File: src/rtl/neg10_arb_seq.sv
// neg10_arb_seq
//   Round-robin sequencer for the shared WIDTH-bit inverter. Two requesters
//   submit operands for bitwise NOT or two's-complement negation. The winner's
//   operand is driven onto the shared inverter, optionally incremented, and
//   returned as a tagged result.
// Ports
//   clk, rst           clock (rising edge), synchronous active-high reset
//   req0/1, op0/1      request and operation (0 = NOT, 1 = NEG), held until gnt
//   data0/1            operand, held stable with req
//   gnt0/1             one-cycle grant pulse (operand already captured)
//   busy               high whenever the sequencer is not idle
//   not_in / not_out   shared inverter input drive / combinational output
//   res, res_id        result and owning requester, held between strobes
//   res_valid          one-cycle result strobe
//   ovf                NEG of the most-negative value overflowed
module neg10_arb_seq #(
  parameter int unsigned WIDTH = 10
) (
  input  logic             clk,
  input  logic             rst,
  input  logic             req0,
  input  logic             req1,
  input  logic             op0,
  input  logic             op1,
  input  logic [WIDTH-1:0] data0,
  input  logic [WIDTH-1:0] data1,
  output logic             gnt0,
  output logic             gnt1,
  output logic             busy,
  output logic [WIDTH-1:0] not_in,
  input  logic [WIDTH-1:0] not_out,
  output logic [WIDTH-1:0] res,
  output logic             res_valid,
  output logic             res_id,
  output logic             ovf
);

  // Inverted most-negative value: the only operand whose increment overflows.
  localparam logic [WIDTH-1:0] L_MAX_POS = ~(WIDTH'(1) << (WIDTH - 1));

  typedef enum logic [1:0] {
    S_IDLE = 2'd0,
    S_INV  = 2'd1,
    S_INC  = 2'd2,
    S_DONE = 2'd3
  } state_t;

  state_t           r_state;
  logic [WIDTH-1:0] r_opr;
  logic             r_op;
  logic             r_id;
  logic             r_last_id;
  logic             r_gnt0;
  logic             r_gnt1;
  logic             r_busy;
  logic [WIDTH-1:0] r_not_in;
  logic [WIDTH-1:0] r_res;
  logic             r_res_valid;
  logic             r_res_id;
  logic             r_ovf;

  logic             w_pick;
  logic             w_sel_op;
  logic [WIDTH-1:0] w_sel_data;

  // Arbitration: a lone requester wins; on a tie the one not served last wins.
  assign w_pick     = (req0 && req1) ? ~r_last_id : req1;
  assign w_sel_op   = w_pick ? op1 : op0;
  assign w_sel_data = w_pick ? data1 : data0;

  // Sequencer FSM with registered outputs.
  always_ff @(posedge clk) begin
    if (rst) begin
      r_state     <= S_IDLE;
      r_opr       <= '0;
      r_op        <= 1'b0;
      r_id        <= 1'b0;
      r_last_id   <= 1'b1;
      r_gnt0      <= 1'b0;
      r_gnt1      <= 1'b0;
      r_busy      <= 1'b0;
      r_not_in    <= '0;
      r_res       <= '0;
      r_res_valid <= 1'b0;
      r_res_id    <= 1'b0;
      r_ovf       <= 1'b0;
    end else begin
      // Pulses and the inverter drive fall back to zero unless set below.
      r_gnt0      <= 1'b0;
      r_gnt1      <= 1'b0;
      r_res_valid <= 1'b0;
      r_not_in    <= '0;
      unique case (r_state)
        S_IDLE: begin
          if (req0 || req1) begin
            r_id     <= w_pick;
            r_op     <= w_sel_op;
            r_opr    <= w_sel_data;
            r_not_in <= w_sel_data;
            r_gnt0   <= ~w_pick;
            r_gnt1   <= w_pick;
            r_busy   <= 1'b1;
            r_ovf    <= 1'b0;
            r_state  <= S_INV;
          end
        end
        S_INV: begin
          r_opr   <= not_out;
          r_state <= r_op ? S_INC : S_DONE;
        end
        S_INC: begin
          r_opr   <= r_opr + WIDTH'(1);
          r_ovf   <= (r_opr == L_MAX_POS);
          r_state <= S_DONE;
        end
        S_DONE: begin
          r_res_valid <= 1'b1;
          r_res       <= r_opr;
          r_res_id    <= r_id;
          r_last_id   <= r_id;
          r_busy      <= 1'b0;
          r_state     <= S_IDLE;
        end
        default: r_state <= S_IDLE;
      endcase
    end
  end

  assign gnt0      = r_gnt0;
  assign gnt1      = r_gnt1;
  assign busy      = r_busy;
  assign not_in    = r_not_in;
  assign res       = r_res;
  assign res_valid = r_res_valid;
  assign res_id    = r_res_id;
  assign ovf       = r_ovf;

endmodule

File: config.mk
export PLATFORM = sky130hd
export DESIGN_NAME = neg10_arb_seq
export DESIGN_NICKNAME = d
export VERILOG_FILES = /design/src/rtl/neg10_arb_seq.sv
export SDC_FILE = /design/constraint.sdc
export NUM_CORES = 1
export LEC_CHECK = 0
export BUFFER_PORTS_ARGS = -buffer_cell sky130_fd_sc_hd__buf_2
export CAP_MARGIN = 20
export CORE_MARGIN = 2
export CORE_UTILIZATION = 50
export CTS_CLUSTER_DIAMETER = 40
export CTS_CLUSTER_SIZE = 12
export DETAILED_ROUTE_END_ITERATION = 10
export PLACE_DENSITY = 0.78
export REMOVE_ABC_BUFFERS = 1
export SLEW_MARGIN = 20
export SYNTH_ARGS = -nofsm -noshare
export SYNTH_HDL_FRONTEND = slang
export SYNTH_SLANG_ARGS = --single-unit
File: constraint.sdc
create_clock -name clk -period 2.3 [get_ports clk]
set_input_delay 0.46 -clock clk [delete_from_list [all_inputs] [get_ports clk]]
set_output_delay 0.46 -clock clk [all_outputs]
set_load 0.005 [all_outputs]
Word-level counts from Yosys, hierarchy flattened
Index checks and enable logic that the tools add are counted.

Register bits: 41. Input bits: 36. Output and inout port bits: 26. Word-level logic and storage cells: 47.

$add $sub $neg: 1. Equal/unequal tests: 5. Mux-type cells: 13. Bitwise logic cells: 4. Reduce and logical (&&, ||, !) cells: 11.

Operator list (number): 10-bit one-hot mux with 3 select lines (1); 10-bit 2-to-1 mux (2); 10-bit by 1-bit adder with 10-bit output, second input constant (1); 10-bit by 9-bit == test with 1-bit output, second input constant (1); 2-bit one-hot mux with 4 select lines (1); 2-bit AND reduction (4); 1-bit 2-to-1 mux (6); 2-bit == test, second input constant (2); 1-bit inverter (4); 1-bit one-hot mux with 2 select lines (2); 2-bit nonzero test (2); 3-bit nonzero test (1); 3-bit OR reduction (1); 2-bit by 1-bit == test with 1-bit output, second input constant (1); 2-bit zero test (1); 2-bit 2-to-1 mux (1); 2-bit inequality test, second input constant (1); 1-bit logical AND (1); 1-bit logical OR (1).

Longest topological paths before layout
Depth after elaboration: 5. Mapped depth: 8.

Worst setup path after synthesis
Ideal clock, no wire load.

Path kind: register to register. Start: reg r_state[1]. End: reg r_opr[4]. Library setup time: 0.117 ns. Arrival: 1.575 ns. Data required time: 2.183 ns. Path slack: 0.607 ns. Stages on the path, launching flop included: 8. Clock period less this slack: 1.693 ns. Cell sequence: dfxtp_1 -> inv_1 -> ha_1 -> buf_2 -> inv_2 -> buf_2 -> a221o_1 -> a32o_1.

Word-level cells in the longest chain between the ends: 3. Elaborated cells on any way between the ends: 7.

RTL lines: start, declared (line 48) `state_t r_state;`; start signal, assigned (line 109) `r_state <= r_op ? S_INC : S_DONE;`; 2-bit == test (tied with other cells) (line 93) `unique case (r_state)`; 3-bit nonzero test (no source line) or 2-bit inequality test (tied branches); 2-bit AND reduction (no source line); end signal, assigned (line 98) `r_opr <= w_sel_data;`; end signal, assigned (line 108) `r_opr <= not_out;`; end signal, assigned (line 112) `r_opr <= r_opr + WIDTH'(1);`; end, declared (line 49) `logic [WIDTH-1:0] r_opr;`.

Parallel ways exist; a longest one is shown, timed or not. A chain may end at the register's enable or synchronous reset.

Worst setup path after layout
Start: reg r_state[0]. End: reg r_opr[9].

Same word-level chain as after synthesis.

==> impl_metrics.toml <==
[run_status]
status = "finished, final reports clean"

[power]
ir_drop_v = 0.0005627
leakagePower_nw = 1.064
power_density_nw_per_um2 = 1175

[layout]
insertedDiodeCount = 0
drive_gt1_share_pct = 29.41
area_growth_pct = 20.86
nets = 313
fillers = 346
fin_cells = 320
finalInstanceArea_um2 = 2414
fin_util_pct = 64.47

[clock_tree]
cts_buffer_depth = 2
htreeDepth = 2
clockRootBuffer = "clkbuf_8"
cts_sinks = 41
cts_tree = "built"
clk_pin_slew_ps = 80
postCtsHoldBufs = 0
numCtsBuffers = 5
clkLatencyLatePin_ps = 300
postCtsResizedCells = 0
postCtsSetupRepairBufs = 0

[floorplan]
design.die.area_um2 = 4515
io-pin-count = 62
die_y_um = 67.20
initial_core_util_pct = 53.34
fp.dieW_um = 67.20
coreArea_um2 = 3744
rows = 22

[timing]
min_period_ps = 1917
worst_slew_pin_slew_ps = 530.9
hold_viol = 0
whs_ps = 420.8
skew_ps = 6.680
period_share_pct = 83.34
finalSetupTns_ps = 0
relSlewSlack_pct = 64.52
setup_violations = 0
drv_slew = 0
clock.fmax_mhz = 521.7
rsz0062_at_grt = "false"

[job]
cap_violations = 0

[setup_path]
worstPathCellList = "inv_1 -> ha_1 -> buf_4 -> nand4b_1 -> o41a_1 -> o32a_1 -> o21ai_1"
crit_path_max_fanout = 8
max_stage_delay_ps = 350
critPathLaunchType = "register"
slowest_stage = "ha_1"
crit_type = "register to register"
cp.arrival_ps = 2140
path_buf_inv = 2
worstPathRequired_ps = 2520
crit_family = "compound AO/OA/AOI/OAI gates"
worst_setup_path_end_kind = "register"

[synth]
yosysTopAreaCell = "dfxtp_1"
yosys.area.top_type_share_pct = 41.10
synth_warnings = 0
synth_area_um2 = 1997
synth_cells = 211
yosys-top-cells-area = "dfxtp_1, mux2i_1, nor2_1, ha_1, nand2_1"
seq_area_frac_synth_pct = 41.10
synth_edf_count = 0
synth_cell_types = 58
yosys_register_bits = 41
synthArstFlopShare_pct = 0
syn_area_per_cell_um2 = 9.464
synthFlopType = "dfxtp_1"

[drt]
drtAntennaViolNets = 0
vias = 1772
avgRoutedWirePerCell_um = 14.75
via_per_inst = 5.538
drcViolationCount = 0
dr.first_iter.drc_count = 91
wirelength_um = 4719
firstDrtPassIters = 4

[global_routing]
track_usage_pct = 22.26
first_global_vias = 1581
antenna_found_initial = 0
grt_max_degree = 21
grt-ovfl-total = 0
grt_pass1_wl_um = 7521

[placed_design]
gp_congestion = 0.9931
dp_hpwl_um = 3489
portBuffers = 61
placed_area_um2 = 2312
placedCellCount = 312

[hold_path]
min_path_type = "input pin to register"
-- worst register-to-register path: cells and delay by family, from the launching register on --
kind / cells / cell delay [ps]
compound gates: 3 / 680
buf+inv: 2 / 360
fa+ha+maj: 1 / 350
flops: 1 / 330
simple gates: 1 / 140
-- layout make-up --
| cell class | count | area, um^2 | area share (%) |
|---|---|---|---|
| multi-input cells | 150 | 1062 | 44.01 |
| repair buffers | 66 | 342.8 | 14.20 |
| inverters | 7 | 26.28 | 1.089 |
| flip-flops and latches | 41 | 820.8 | 34.01 |
| clock buffers | 7 | 96.34 | 3.992 |
| well taps | 48 | 60.06 | 2.488 |
| clock inverters | 1 | 5.005 | 0.2074 |
-- metrics by stage --
step / setup slack (ps) / power [mW]
after floorplan: 523.4 / 1.920
after global placement: 405.6 / 2.302
after detailed placement: 437.2 / 2.308
after CTS: 416.0 / 2.828
after global routing: 257.9 / 3.035
final: 383.2 / 2.835
-- final timing paths --
check	from	depth (start not counted)	to	slack [ps]
hold reg to reg	res[2]	2	res[2]	490
setup / recovery	r_state[0]	7	r_opr[9]	380
hold / removal	data0[9]	3	not_in[9]	420
setup reg to reg	r_state[0]	7	r_opr[9]	380
-- cells in the final DEF (no fill, tap or decap), types with 2 or more instances in the layout --
cell,n
buf_2,61
dfxtp_1,41
nor2_1,29
mux2i_1,24
nand2_1,14
nand3_1,8
clkbuf_8,7
inv_1,6
a21oi_1,6
ha_1,6
buf_4,5
and3_1,4
o21ai_0,4
a221oi_1,4
a211oi_1,3
nand4_1,2
o211ai_1,2
or4_1,2
a32o_1,2
a21boi_0,2
nor2b_1,2
a221o_1,2
xor2_1,2
a211o_1,2
-- cells by family after synthesis --
kind of cell	Yosys count	synth area share, %
and+or+nand+nor	73	18.05
xor gates and xnor gates	3	1.316
muxes	25	12.59
adders and majority gates	6	3.759
AOI/OAI and AO/OA	43	17.48
DFF	41	41.10
buffers and inverters	20	5.701
-- synthesized netlist by cell type, types with 2 or more instances --
cell and n:
mux2i_1 24, or4_1 2, a221o_1 2, nand4_1 2, a21boi_0 2, o21ai_0 4
ha_1 6, buf_6 2, nand2_1 14, a211oi_1 3, a32o_1 2, buf_2 4
clkbuf_1 4, a221oi_1 4, a21oi_1 6, nand3_1 8, nor2b_1 2, o211ai_1 2
xor2_1 2, nor2_1 29, dfxtp_1 41, and3_1 4, a211o_1 2, inv_1 6
-- where the power goes --
group,internal [mW],switching [mW]
Sequential,0.865,0.144
Combinational,0.569,0.741
Clock,0.271,0.245
-- routing by layer --
metal | routed length, um | GRT usage, % | part of all wire [%]
met3 | 351 | 4.167 | 7.4
met4 | 95 | 9.949 | 2.0
met5 | 0 | 0 | 0
met1 | 2207 | 29.98 | 47
met2 | 2065 | 34.65 | 44
-- sequential cells by signal, indices dropped and copies added (netlist names), 2 cells and up --
| name | cells |
|---|---|
| not_in | 10 |
| r_opr | 10 |
| r_state | 2 |
| res | 10 |
Note: power is estimated with default switching activity, not from simulation.
